===== src/rtl/regf_rsp.sv =====
// rtl/regf_rsp.sv - register file with 1-cycle read response, write-first bypass and sequenced clear
module regf_rsp #(
    parameter int DW = 8,
    parameter int AW = 2
) (
    input  logic          clk,
    input  logic          rst,
    input  logic          wr_e,
    input  logic [AW-1:0] wr_addr,
    input  logic [DW-1:0] wr_data,
    input  logic          rd_req,
    input  logic [AW-1:0] rd_addr,
    output logic          rd_valid,
    output logic [DW-1:0] rd_data,
    output logic          rd_hit,
    input  logic          clr,
    output logic          busy,
    output logic          clr_done
);
    localparam int DEPTH = 1 << AW;

    typedef enum logic [1:0] {
        S_IDLE,
        S_CLEAR,
        S_DONE
    } state_t;

    state_t          r_state;
    state_t          w_state_nxt;
    logic [AW-1:0]   r_idx;
    logic [DW-1:0]   r_mem [DEPTH];
    logic [DEPTH-1:0] r_vld;
    logic            r_rd_valid;
    logic [DW-1:0]   r_rd_data;
    logic            r_rd_hit;

    logic w_busy;
    logic w_wr_acc;
    logic w_rd_acc;
    logic w_bypass;

    assign w_busy   = (r_state == S_CLEAR);
    assign w_wr_acc = wr_e & ~w_busy;
    assign w_rd_acc = rd_req & ~w_busy;
    assign w_bypass = w_wr_acc && (wr_addr == rd_addr);

    always_comb begin
        w_state_nxt = r_state;
        case (r_state)
            S_IDLE:  if (clr) w_state_nxt = S_CLEAR;
            S_CLEAR: if (r_idx == {AW{1'b1}}) w_state_nxt = S_DONE;
            S_DONE:  w_state_nxt = S_IDLE;
            default: w_state_nxt = S_IDLE;
        endcase
    end

    always_ff @(posedge clk or posedge rst) begin
        if (rst) begin
            r_state <= S_IDLE;
            r_idx   <= '0;
        end else begin
            r_state <= w_state_nxt;
            // idx only advances while clearing, so it is 0 on entry to CLEAR
            if (r_state == S_CLEAR) r_idx <= r_idx + AW'(1);
            else                    r_idx <= '0;
        end
    end

    always_ff @(posedge clk or posedge rst) begin
        if (rst) begin
            for (int i = 0; i < DEPTH; i++) r_mem[i] <= '0;
            r_vld <= '0;
        end else if (w_busy) begin
            r_mem[r_idx] <= '0;
            r_vld[r_idx] <= 1'b0;
        end else if (w_wr_acc) begin
            r_mem[wr_addr] <= wr_data;
            r_vld[wr_addr] <= 1'b1;
        end
    end

    always_ff @(posedge clk or posedge rst) begin
        if (rst) begin
            r_rd_valid <= 1'b0;
            r_rd_data  <= '0;
            r_rd_hit   <= 1'b0;
        end else if (w_rd_acc) begin
            r_rd_valid <= 1'b1;
            r_rd_data  <= w_bypass ? wr_data : r_mem[rd_addr];
            r_rd_hit   <= w_bypass | r_vld[rd_addr];
        end else begin
            r_rd_valid <= 1'b0;
            r_rd_data  <= '0;
            r_rd_hit   <= 1'b0;
        end
    end

    assign rd_valid = r_rd_valid;
    assign rd_data  = r_rd_data;
    assign rd_hit   = r_rd_hit;
    assign busy     = w_busy;
    assign clr_done = (r_state == S_DONE);
endmodule

===== config.mk =====
export PLATFORM = sky130hd
export DESIGN_NAME = regf_rsp
export DESIGN_NICKNAME = d
export VERILOG_FILES = /design/src/rtl/regf_rsp.sv
export SDC_FILE = /design/constraint.sdc
export NUM_CORES = 1
export LEC_CHECK = 0
export BUFFER_PORTS_ARGS = -buffer_cell sky130_fd_sc_hd__clkbuf_2
export CORE_MARGIN = 2
export CORE_UTILIZATION = 51
export DETAILED_ROUTE_END_ITERATION = 8
export PLACE_DENSITY_LB_ADDON = 0.05
export SYNTH_ARGS = -nofsm -noshare
export SYNTH_HDL_FRONTEND = slang
export SYNTH_SLANG_ARGS = --single-unit
export TNS_END_PERCENT = 5

===== constraint.sdc =====
create_clock -name clk -period 1.4 [get_ports clk]
set_clock_uncertainty 0.1 [all_clocks]
set_input_delay 0.21 -clock clk [delete_from_list [all_inputs] [get_ports clk]]
set_output_delay 0.21 -clock clk [all_outputs]
set_load 0.005 [all_outputs]

# Word-level counts from Yosys, hierarchy flattened
# Index checks and enable logic that the tools add are counted.
[classes]
n_reduce_logical = 8
n_lt_le_gt_ge = 10
n_bitwise = 12
mux = 26
multipliers = 0
shifts = 0
div = 0
eq_ne = 6
n_addsub = 1
[op_table]
columns = ["op", "count"]
rows = [
  ["$mux 32", 2],
  ["$mux 8", 6],
  ["$and 32x32->32", 1],
  ["$bwmux 32", 1],
  ["$demux 8 s2", 2],
  ["$not 32->32", 1],
  ["$bmux 8 s2", 1],
  ["$ge 3x3->1 const B", 3],
  ["$lt 2x3->1 const B", 3],
  ["$not 2->3", 3],
  ["$mux 4", 2],
  ["$lt 3x1->1 const B", 2],
  ["$mux 2", 3],
  ["$logic_and 1x1->1", 5],
  ["$mux 1", 5],
  ["$and 4x4->4", 1],
  ["$demux 1 s2", 2],
  ["$eq 2x2->1 const B", 2],
  ["$ge 2x1->1 const B", 2],
  ["$not 4->4", 1],
  ["$or 4x4->4", 1],
  ["$pmux 2 s2", 1],
  ["$add 2x1->2 const B", 1],
  ["$and 1x1->1", 2],
  ["10 further kinds", 10],
]
[totals]
inputBits = 17
memories = 0
mem_bits_ro = 0
regBits = 50
ram_bits = 0
out_inout_bits = 12
latchBits = 0
wordCells = 73

# Longest topological paths before layout
# Gate-level depths: netlist of run 1.
[depth]
word_depth = 8
ltp_mapped = 5
depth_no_buf = 5

# Worst setup path after synthesis of run 1
# No wires, ideal clock.
[synth_path]
path_kind = "flip-flop to flip-flop"
start = "register r_idx[0]"
end = "register r_mem[24] (netlist name)"
required_time_ns = 1.233
path_stages_with_launch = 6
setup_slack_ns = -0.019
setup_ns = 0.067
path_buffers = 0
arrival_ns = 1.253
period_less_slack_ns = 1.419
path_cell_list = "dfrtp_1 -> inv_1 -> ha_1 -> and3b_1 -> a41oi_2 -> a22o_1"
[synth_between]
elab_chain_len = 8
word_cells_on_any_way = 9
classes_between = "order compare: 2; mux: 3; bitwise: 3; reduce/logical: 1"
[synth_lines]
columns = ["element", "line", "source"]
rows = [
  ["start, declared", "30", "logic [AW-1:0] r_idx;"],
  ["start signal, assigned", "64", "if (r_state == S_CLEAR) r_idx <= r_idx + AW'(1);"],
  ["$not 2->3 (implied by the code) *", "74", "r_mem[r_idx] <= '0;"],
  ["$ge 3x3->1 (implied by the code) / $lt 3x1->1 (equally long branches)", "74", ""],
  ["$logic_and 1x1->1 (implied by the code)", "74", ""],
  ["$mux 8 (implied by the code)", "74", ""],
  ["$demux 8 s2 *", "74", ""],
  ["$not 32->32 (no source line) *", "-", ""],
  ["$and 32x32->32 (no source line) *", "-", ""],
  ["$mux 32 *", "73", "end else if (w_busy) begin"],
  ["end signal, assigned by index", "77", "r_mem[wr_addr] <= wr_data;"],
  ["end, declared", "31", "logic [DW-1:0] r_mem [DEPTH];"],
]
# Every way passes the cells marked *; elsewhere a longest branch is shown, timed or not.
# A chain may end at the register's enable or synchronous reset.

# Final worst setup path of run 1
[layout_path]
start = "register r_idx[0]"
end = "register r_mem[5] (netlist name)"
# Same word-level chain as after synthesis.

==> summary.md, run 1 <==
| Metric | Value |
|---|---|
| Die Y | `approximately 72 um` |
| Share of layout cells above drive strength 1 | `0.430` |
| I/O Buffers | `28` |
| Cells along the critical path | `ha_2 -> and3b_2 -> a41oi_4 -> buf_6 -> a22o_1` |
| Row count | `24` |
| Slew at the pin with the worst max-slew slack | `0.872 ns` |
| Vias per std cell | `~6` |
| Flops & latches, synth | `50` |
| Syn Area/Cell | `13.9 um2` |
| EDFF count, synth | `0` |
| Total Nets Final | `around 260` |
| Leading area contributor after synthesis | `dfrtp_1` |
| Die W | `71.7 um` |
| CP Launch Type | `register` |
| Number of antenna violations at the first check in global routing | `0` |
| Setup ws final | `-0.118 ns` |
| Gr ovfl total | `0` |
| Cell family contributing the most delay on the critical path | `flip-flops` |
| Crit Path Category | `reg2reg` |
| Synth async-reset ratio | `1.00` |
| CP max stage delay | `0.43 ns` |
| Mapped Area | `roughly 2300 um2` |
| RSZ-0062 raised after global routing | `yes` |
| Slew Limit Headroom | `0.417` |
| CP bufs+invs | `1` |
| Final core utilization | `0.685` |
| Pwr Density | `1830 nW/um2` |
| Area Growth Syn to Fin | `28.4%` |
| Clock power frac | `0.188` |
| Largest net degree at the start of global routing | `38` |
| FF-to-FF setup slack | `-0.12 ns` |
| CP max stage cell | `dfrtp_1` |
| Failing checks | `setup timing` |
| Final weighted congestion in routability-driven placement | `0.891` |
| Clk buf depth | `2` |
| Clock Latency Late Sink | `0.30 ns` |
| Sequential fraction of the synthesis area | `0.535` |
| Clock Tree Root | `clkbuf_8` |
| Net Switching | `roughly 1.8 mW` |
| Sequential power share | `0.413` |
| Mapped Nets | `189` |
| # setup viols final | `33` |
| Placed cell count | `273` |
| Data arrival time of the worst path | `1.67 ns` |
| Top cells by area, synth | `dfrtp_1 (54%), a22o_1 (12%), mux4_2 (8.7%)` |
| Leakage | `around 1.4 nW` |
| CTS tree | `done` |
| Core Region | `4380 um2` |
| Share of the synthesized area in the top cell type | `0.535` |
| Synth Warn # | `0` |
| Drt wl/cell | `20.2 um` |
| Worst hold path class | `in2reg` |
| Cell count after synthesis | `168` |
| CTS H-tree depth | `2` |
| CP max FO | `5` |
| Initial DRC Count | `143` |
| First-pass GRT wire length | `9520 um` |
| Gate power share | `0.399` |
| Cell variety after synth | `27` |
| Initial core utilization | `0.533` |
| Max Freq | `659 MHz` |
| Fin. max-slew vios | `0` |
| Internal | `between 3 and 4 mW` |
| Run status | `finished with violations` |
| Total CTS buffers | `5` |
| Tcrit/Tclk final | `1.08` |
| Critical path capture point type | `register` |
| DR vias | `roughly 1800` |
| IO Pins | `29` |
| Sw Share | `0.328` |
| Reg clk slew, reported paths | `0.09 ns` |
| Total track usage | `0.248` |
| Post-DP HPWL | `just over 4000 um` |
| Vias in the first global route | `1872` |
| Post-DRT Antenna Nets | `0` |
| Maximum VDD drop | `0.963 mV` |
| Critical Path RT | `1.55 ns` |
| DRC | `0` |
| Final min period | `roughly 1.5 ns` |
| Most used DFF post-synth | `dfrtp_1` |
| First-pass DRT Iterations | `4` |
| Drt total wl | `5790 um` |
| Maxcap violations | `0` |
| Final Hold Fails | `0` |
| ANT cells | `0` |
| Post-Place Setup Slack | `-0.186 ns` |
| # clock sinks | `50` |
| Filler cell count | `316` |
| Die footprint | `around 5000 um2` |
| Non-Filler Instances | `287` |
-- registers in the layout (all words and copies together) (netlist names) --
signal    flops
r_mem        32
rd_data       8
r_vld         4
r_idx         2
r_state       2
rd_hit        1
rd_valid      1
-- path summary, 6_finish.rpt --
check,start,to,cells after the start
min,clr,r_state[0],3
max in group asynchronous,rst,r_vld[1],4
max reg2reg,r_idx[0],r_mem[5],5
min reg2reg,r_vld[1],r_vld[1],1
max,r_idx[0],r_mem[5],5
min in group asynchronous,rst,r_mem[31],3
-- worst register-to-register path, cell delays in order (launching register included) --
cell     delay (ns)
dfrtp_1        0.43
ha_2           0.19
and3b_2        0.22
a41oi_4        0.24
buf_6          0.16
a22o_1         0.13
-- final cells by class --
cell class	instances	area, um2	area share
clock buffer	5	68.8	0.0229
timing repair buffer	66	499	0.166
inverter	9	45.0	0.0150
sequential	50	1250	0.417
multi-input combinational	102	1030	0.343
clock inverter	3	43.8	0.0146
tap	52	65.1	0.0217
-- routing by layer --
metal / global-route usage / wire (um) / vias up
met5: 0 / 0 / -
met4: 0.126 / 162 / 0
met3: 0.0520 / 335 / 16
met2: 0.410 / 2930 / 63
met1: 0.310 / 2360 / 872
li1: - / - / 799
-- cells in the mapped netlist, drive strengths merged (4+ instances only) --
cell type and count:
mux4 9, o31ai 8, ha 4, a21oi 8, inv 9, nor4 4, nand2 4, a41oi 4
a22o 32, buf 7, dfrtp 50, nand4 8, and3b 4
-- per-stage QoR --
step                      power (mW)  hold WS (ns)  TNS [ns]  cell area (um2)
after CTS                       5.47        0.0667     -3.49             3000
after global routing            5.80        0.0884     -5.40             3000
after global placement          4.23        0.0850     -4.15             2790
after detailed placement        4.31        0.0936     -5.77             2790
after floorplan                 3.42         0.152    -0.187             2340
final                           5.48        0.0632     -2.92             3000
-- cells in the final DEF (no fill, tap or decap), drive strengths merged, types with 2 or more instances in the layout --
master | synthesis | final
nand4 | 8 | 8
xnor2 | 2 | 2
nor2 | 3 | 3
buf | 7 | 39
nand2b | 2 | 2
xor2 | 2 | 2
dfrtp | 50 | 50
and3b | 4 | 4
o31ai | 8 | 8
a21oi | 8 | 8
nor4 | 4 | 4
a41oi | 4 | 4
a21o | 3 | 3
mux4 | 9 | 9
a22o | 32 | 32
ha | 4 | 4
inv | 9 | 9
nand2 | 4 | 4
clkbuf | 0 | 31
-- cells by family (layout without fill, tap and decap cells) --
group | count (synthesis) | in the layout | synth area share
and+or+nand+nor | 27 | 27 | 0.0948
adders and majority gates | 4 | 4 | 0.0214
buffers and inverters | 16 | 83 | 0.0375
DFF | 50 | 50 | 0.535
muxes | 10 | 10 | 0.0910
AOI/OAI and AO/OA | 57 | 57 | 0.205
xor gates and xnor gates | 4 | 4 | 0.0150
-- power groups by stage --
stage / clock network [mW] / logic, mW / registers, mW
finish: 1.03 / 2.19 / 2.27
global route: 1.09 / 2.39 / 2.32
CTS: 1.04 / 2.18 / 2.26
detailed placement: 0 / 2.04 / 2.27
global placement: 0 / 1.98 / 2.26
floorplan: 0 / 1.23 / 2.18
-- repair_timing --
| action | in CTS | in global routing |
|---|---|---|
| setup endpoints to repair | 35 | 37 |
| pin swaps | 6 | 5 |
| gates resized for setup | 15 | 2 |
| endpoints found under the hold margin | 13 | 0 |
| setup buffers | 5 | 0 |
| hold buffers | 1 | 0 |
No activity file was read; power rests on OpenSTA's default activity.
==> run 2: changes to the inputs <==
--- a/config.mk
+++ b/config.mk
@@ -9,7 +9,9 @@
 export CORE_MARGIN = 2
 export CORE_UTILIZATION = 51
 export DETAILED_ROUTE_END_ITERATION = 8
+export HOLD_SLACK_MARGIN = 0.08
 export PLACE_DENSITY_LB_ADDON = 0.05
+export SKIP_LAST_GASP = 1
 export SYNTH_ARGS = -nofsm -noshare
 export SYNTH_HDL_FRONTEND = slang
 export SYNTH_SLANG_ARGS = --single-unit
==> summary.md, run 2 (synthesized netlist as in run 1, its figures left out) <==
| Metric | Value |
|---|---|
| CTS tree | `done` |
| Die W | `71.7 um (unchanged)` |
| Slew Limit Headroom | `0.403 (-0.0140)` |
| I/O Buffers | `28 (unchanged)` |
| Final weighted congestion in routability-driven placement | `0.891 (unchanged)` |
| Gr ovfl total | `0 (unchanged)` |
| # setup viols final | `34 (+3.0%)` |
| DR vias | `1759 (+0.51%)` |
| CP max stage cell | `dfrtp_1` |
| Vias per std cell | `6.11 (+0.17%)` |
| Max reg flops | `32 (unchanged)` |
| Total Nets Final | `256 (+0.39%)` |
| Critical Path RT | `1.54 ns (about the same)` |
| Total CTS buffers | `5 (unchanged)` |
| ANT cells | `0 (unchanged)` |
| Setup Total Neg Slack | `-3.30 ns (-0.373 ns)` |
| Leakage | `1.44 nW (-0.21%)` |
| CTS H-tree depth | `2 (unchanged)` |
| Cells along the critical path | `inv_2 -> ha_2 -> and3b_1 -> a41oi_2 -> buf_4 -> a22o_1` |
| Commonest cells after routing, fill and taps aside | `dfrtp_1 (50), a22o_1 (32), buf_4 (31), clkbuf_2 (28), mux4_2 (9)` |
| Failing checks | `setup timing` |
| Clk buf depth | `2 (unchanged)` |
| Core Region | `4380 um2 (unchanged)` |
| CP max FO | `4 (-1)` |
| Sequential power share | `0.417 (+0.004)` |
| Tcrit/Tclk final | `1.09 (+0.00441)` |
| Die Y | `71.7 um (unchanged)` |
| Total power | `5.44 mW (-0.71%)` |
| Net Switching | `1.80 mW (-0.14%)` |
| Initial core utilization | `0.533 (unchanged)` |
| Drt wl/cell | `20.4 um (+1.0%)` |
| RSZ-0062 raised after global routing | `yes` |
| Row count | `24 (unchanged)` |
| Drt total wl | `5870 um (+1.4%)` |
| Run status | `finished with violations` |
| Pwr Density | `1820 nW/um2 (-0.50%)` |
| Max Freq | `656 MHz (-0.40%)` |
| Total track usage | `0.250 (+0.00151)` |
| First-pass DRT Iterations | `4 (unchanged)` |
| Critical path capture point type | `register` |
| Maxcap violations | `0 (unchanged)` |
| Sw Share | `0.330 (+0.00186)` |
| # clock sinks | `50 (unchanged)` |
| Most common cell after layout, fill and taps aside | `dfrtp_1` |
| Die footprint | `5140 um2 (unchanged)` |
| Fin. max-slew vios | `0 (unchanged)` |
| Clock Tree Root | `clkbuf_8` |
| Gate power share | `0.395 (-0.004)` |
| Worst hold path class | `in2reg` |
| IO Pins | `29 (unchanged)` |
| Final min period | `1.52 ns (+0.00617 ns)` |
| CP max stage delay | `0.42 ns (about the same)` |
| Vias in the first global route | `1894 (+1.2%)` |
| Post-DRT Antenna Nets | `0 (unchanged)` |
| DRC | `0 (unchanged)` |
| Clock Latency Late Sink | `0.30 ns (about the same)` |
| Biggest register | `r_mem` |
| Crit Path Category | `reg2reg` |
| Share of layout cells above drive strength 1 | `0.428 (-0.00182)` |
| Setup ws final | `-0.124 ns (-0.00617 ns)` |
| Clock power frac | `0.189 (about the same)` |
| CP Launch Type | `register` |
| Final Hold Fails | `0 (unchanged)` |
| R2R depth | `6 (+1)` |
| Area Growth Syn to Fin | `28.2%` |
| Largest net degree at the start of global routing | `38 (unchanged)` |
| Number of antenna violations at the first check in global routing | `0 (unchanged)` |
| Data arrival time of the worst path | `1.67 ns (about the same)` |
| Post-DP HPWL | `4110 um (unchanged)` |
| Slew at the pin with the worst max-slew slack | `0.893 ns (+0.0209 ns)` |
| Internal | `3.65 mW (-0.98%)` |
| First-pass GRT wire length | `9580 um (+0.73%)` |
| WHS Path Cells | `3 (unchanged)` |
| Initial DRC Count | `141 (-1.4%)` |
| Maximum VDD drop | `0.864 mV (-10%)` |
| Reg clk slew, reported paths | `0.09 ns (about the same)` |
## run 2: cell count changes in the layout (fill, tap and decap cells not counted)
cell	previous run	this run
buf_4	29	31
dlygate4sd3_1	1	2
buf_6	5	2
inv_6	1	2
inv_8	1	0
clkbuf_2	26	28
buf_2	1	0
## run 2: worst max-delay path, delay by kind of cell, from the launching register on
kind | cells | cell delay [ns]
buffers and inverters | 2 | 0.24
DFF | 1 | 0.42
AOI/OAI and AO/OA | 2 | 0.33
and+or+nand+nor | 1 | 0.18
adders and majority gates | 1 | 0.18
## run 2: cell type report
type | count | area [um2]
clock buffers | 5 | 68.8
clock inverters | 3 | 43.8
fillers | 319 | 1390
inverters | 9 | 42.5
multi-input cells | 102 | 1030
flip-flops and latches | 50 | 1250
well taps | 52 | 65.1
repair buffers | 67 | 495
## run 2: metal layers
layer | track usage | vias up | part of all wire
met4 | 0.126 | 0 | 0.029
met5 | 0 | - | 0
met2 | 0.414 | 61 | 0.51
met3 | 0.0520 | 18 | 0.050
met1 | 0.312 | 884 | 0.41
li1 | - | 796 | -
## run 2: power by group through the flow
stage,logic [mW],clock network [mW],registers (mW)
after floorplan,1.23,0,2.18
after global placement,1.98,0,2.26
after detailed placement,2.04,0,2.27
after CTS,2.15,1.04,2.25
after global routing,2.35,1.09,2.32
final,2.15,1.03,2.27
## run 2: timing repair
action / 4_1_cts / 5_1_grt
hold endpoints to repair: 26 / 0
setup buffers: 5 / 0
endpoints found under the setup margin: 35 / 36
pin swaps: 4 / 2
hold buffers: 2 / 0
resized for setup: 11 / 1
## run 2: final timing paths
| check | to | from | slack, ns |
|---|---|---|---|
| max in group asynchronous | r_vld[1] | rst | 0.41 |
| worst min-delay path | rd_data[4] | wr_data[4] | 0.09 |
| min in group asynchronous | r_mem[31] | rst | 0.32 |
| worst max register to register | r_mem[27] | r_idx[0] | -0.12 |
| worst min register to register | r_vld[1] | r_vld[1] | 0.39 |
| worst max-delay path | r_mem[27] | r_idx[0] | -0.12 |
## run 2: per-stage QoR
step | hold slack [ns] | setup WS [ns] | cell area (um2) | cells | utilization
after floorplan | 0.152 | -0.0191 | 2340 | 168 | -
after global placement | 0.0850 | -0.164 | 2790 | 273 | 0.635
after detailed placement | 0.0936 | -0.186 | 2790 | 273 | 0.635
after CTS | 0.0925 | -0.132 | 3000 | 288 | 0.683
after global routing | 0.0977 | -0.188 | 3000 | 288 | 0.683
final | 0.0943 | -0.124 | 3000 | 288 | 0.683
==> run 3: changes to the inputs <==
==> constraint.sdc (replaced) <==
create_clock -name clk -period 1.4 [get_ports clk]
set_clock_uncertainty 0.1 [all_clocks]
set_input_delay 0.21 -clock clk [delete_from_list [all_inputs] [get_ports clk]]
set_output_delay 0.21 -clock clk [all_outputs]
set_load 0.01 [all_outputs]
==> summary.md, run 3 (synthesized netlist as in run 1, its figures left out) <==
| Metric | Value |
|---|---|
| Run status | `finished with violations` |
| Failing checks | `setup timing` |
| Clock Tree Root | `clkbuf_8` |
| Worst hold path class | `in2reg` |
| Fin. max-slew vios | `0 (unchanged)` |
| Placed cell count | `273 (unchanged)` |
| Die W | `71.7 um (unchanged)` |
| DRC | `0 (unchanged)` |
| Crit Path Category | `reg2reg` |
| CTS H-tree depth | `2 (unchanged)` |
| Setup Total Neg Slack | `-3.25 ns (+0.0469 ns)` |
| Worst Hold Slack | `0.0931 ns (-0.00122 ns)` |
| Area Growth Syn to Fin | `28.9%` |
| First-pass GRT wire length | `9570 um (-0.15%)` |
| Data arrival time of the worst path | `1.67 ns (about the same)` |
| Max reg flops | `32 (unchanged)` |
| Initial core utilization | `0.533 (unchanged)` |
| Drt total wl | `5930 um (+0.94%)` |
| Internal | `3.69 mW (+1.2%)` |
| CTS tree | `done` |
| Gr ovfl total | `0 (unchanged)` |
| Post-DRT Antenna Nets | `0 (unchanged)` |
| Net Switching | `1.85 mW (+2.8%)` |
| Vias in the first global route | `1875 (-1.0%)` |
| RSZ-0062 raised after global routing | `yes` |
| Row count | `24 (unchanged)` |
| CP Launch Type | `register` |
| Max Freq | `657 MHz (about the same)` |
| Drt wl/cell | `20.4 um (+0.24%)` |
| Number of antenna violations at the first check in global routing | `0 (unchanged)` |
| First-pass DRT Iterations | `4 (unchanged)` |
| Clock Latency Late Sink | `0.30 ns (about the same)` |
| Final min period | `1.52 ns (-0.00144 ns)` |
| Tcrit/Tclk final | `1.09 (about the same)` |
| Slew Limit Headroom | `0.405 (+0.00256)` |
| Final weighted congestion in routability-driven placement | `0.891 (unchanged)` |
| I/O Buffers | `28 (unchanged)` |
| Non-Filler Instances | `290 (+0.69%)` |
| Initial DRC Count | `159 (+13%)` |
| Filler cell count | `320 (+0.31%)` |
| Die footprint | `5140 um2 (unchanged)` |
| # clock sinks | `50 (unchanged)` |
| Maxcap violations | `0 (unchanged)` |
| Maximum VDD drop | `0.872 mV (+0.93%)` |
| Reg clk slew, reported paths | `0.10 ns (about the same)` |
| Post-DP HPWL | `4110 um (unchanged)` |
| Total track usage | `0.250 (-0.000301)` |
| Critical Path RT | `1.55 ns (about the same)` |
| Total Nets Final | `258 (+0.78%)` |
| Clock power frac | `0.186 (-0.003)` |
| Commonest cells after routing, fill and taps aside | `dfrtp_1 (50), buf_4 (33), a22o_1 (32), clkbuf_2 (28), mux4_2 (9)` |
| Die Y | `71.7 um (unchanged)` |
| DR vias | `1786 (+1.5%)` |
| Most common cell after layout, fill and taps aside | `dfrtp_1` |
| Sequential power share | `0.409 (-0.008)` |
| IO Pins | `29 (unchanged)` |
| Setup ws final | `-0.123 ns (+0.00145 ns)` |
| Critical path capture point type | `register` |
| Clk buf depth | `2 (unchanged)` |
| Sw Share | `0.333 (+0.00352)` |
| # setup viols final | `35 (+2.9%)` |
| Largest net degree at the start of global routing | `38 (unchanged)` |
| Vias per std cell | `6.16 (+0.83%)` |
| Gate power share | `0.405 (+0.010)` |
| CP max FO | `4 (unchanged)` |
| ANT cells | `0 (unchanged)` |
| Slew at the pin with the worst max-slew slack | `0.889 ns (-0.00383 ns)` |
| Pwr Density | `1840 nW/um2 (+1.2%)` |
| Core Region | `4380 um2 (unchanged)` |
| Total CTS buffers | `5 (unchanged)` |
| Final Hold Fails | `0 (unchanged)` |
| Biggest register | `r_mem` |
| Share of layout cells above drive strength 1 | `0.433 (+0.00481)` |
| Leakage | `1.45 nW (+0.74%)` |
==> run 3: cell count changes in the layout (fill, tap and decap cells not counted), sizes merged <==
cell / delta
buf: +2
==> run 3: through the flow <==
step / instance area (um2) / total power, mW / util / setup slack, ns
after CTS: 2980 / 5.45 / 0.680 / -0.132
after detailed placement: 2790 / 4.33 / 0.635 / -0.186
after global placement: 2790 / 4.26 / 0.635 / -0.164
final: 3010 / 5.54 / 0.687 / -0.123
after global routing: 3010 / 5.85 / 0.687 / -0.188
after floorplan: 2340 / 3.44 / - / -0.0191
==> run 3: worst max-delay path: stages (launching register included) <==
cell and delay (ns):
dfrtp_1 0.42, inv_2 0.06, ha_2 0.18, and3b_1 0.18
a41oi_2 0.21, buf_4 0.19, a22o_1 0.12
==> run 3: power groups by stage <==
stage | sequential, mW | combinational [mW] | clock, mW
after floorplan | 2.20 | 1.24 | 0
after global placement | 2.26 | 2.00 | 0
after detailed placement | 2.27 | 2.06 | 0
after CTS | 2.25 | 2.17 | 1.04
after global routing | 2.32 | 2.44 | 1.09
final | 2.26 | 2.24 | 1.03
==> run 3: what timing repair did <==
action | in CTS | in global routing
pin swaps | 3 | 3
setup buffers | 3 | 4
endpoints found under the setup margin | 36 | 37
hold buffers | 2 | 0
resized for setup | 11 | 2
hold endpoints to repair | 26 | 0
cloned | 0 | 0
==> run 3: cell type report <==
class | count | area [um2] | area share
Multi-Input combinational cell | 102 | 1030 | 0.341
Clock inverter | 3 | 43.8 | 0.0145
Inverter | 9 | 45.0 | 0.0150
Tap cell | 52 | 65.1 | 0.0216
Clock buffer | 5 | 68.8 | 0.0228
Sequential cell | 50 | 1250 | 0.415
Timing Repair Buffer | 69 | 510 | 0.169
==> run 3: path summary, 6_finish.rpt <==
check / start / endpoint / slack [ns] / cells after the start
worst max-delay path: r_idx[0] / r_mem[24] / -0.12 / 6
worst min-delay path: wr_data[4] / rd_data[4] / 0.09 / 3
worst max register to register: r_idx[0] / r_mem[24] / -0.12 / 6
worst min register to register: r_vld[1] / r_vld[1] / 0.39 / 1
max in group asynchronous: rst / r_vld[1] / 0.40 / 4
min in group asynchronous: rst / r_mem[31] / 0.32 / 3
==> run 3: layer usage <==
layer | vias up | part of all wire | GRT usage
li1 | 803 | - | -
met1 | 898 | 0.42 | 0.312
met2 | 68 | 0.51 | 0.414
met3 | 17 | 0.047 | 0.0520
met4 | 0 | 0.027 | 0.124
met5 | - | 0 | 0
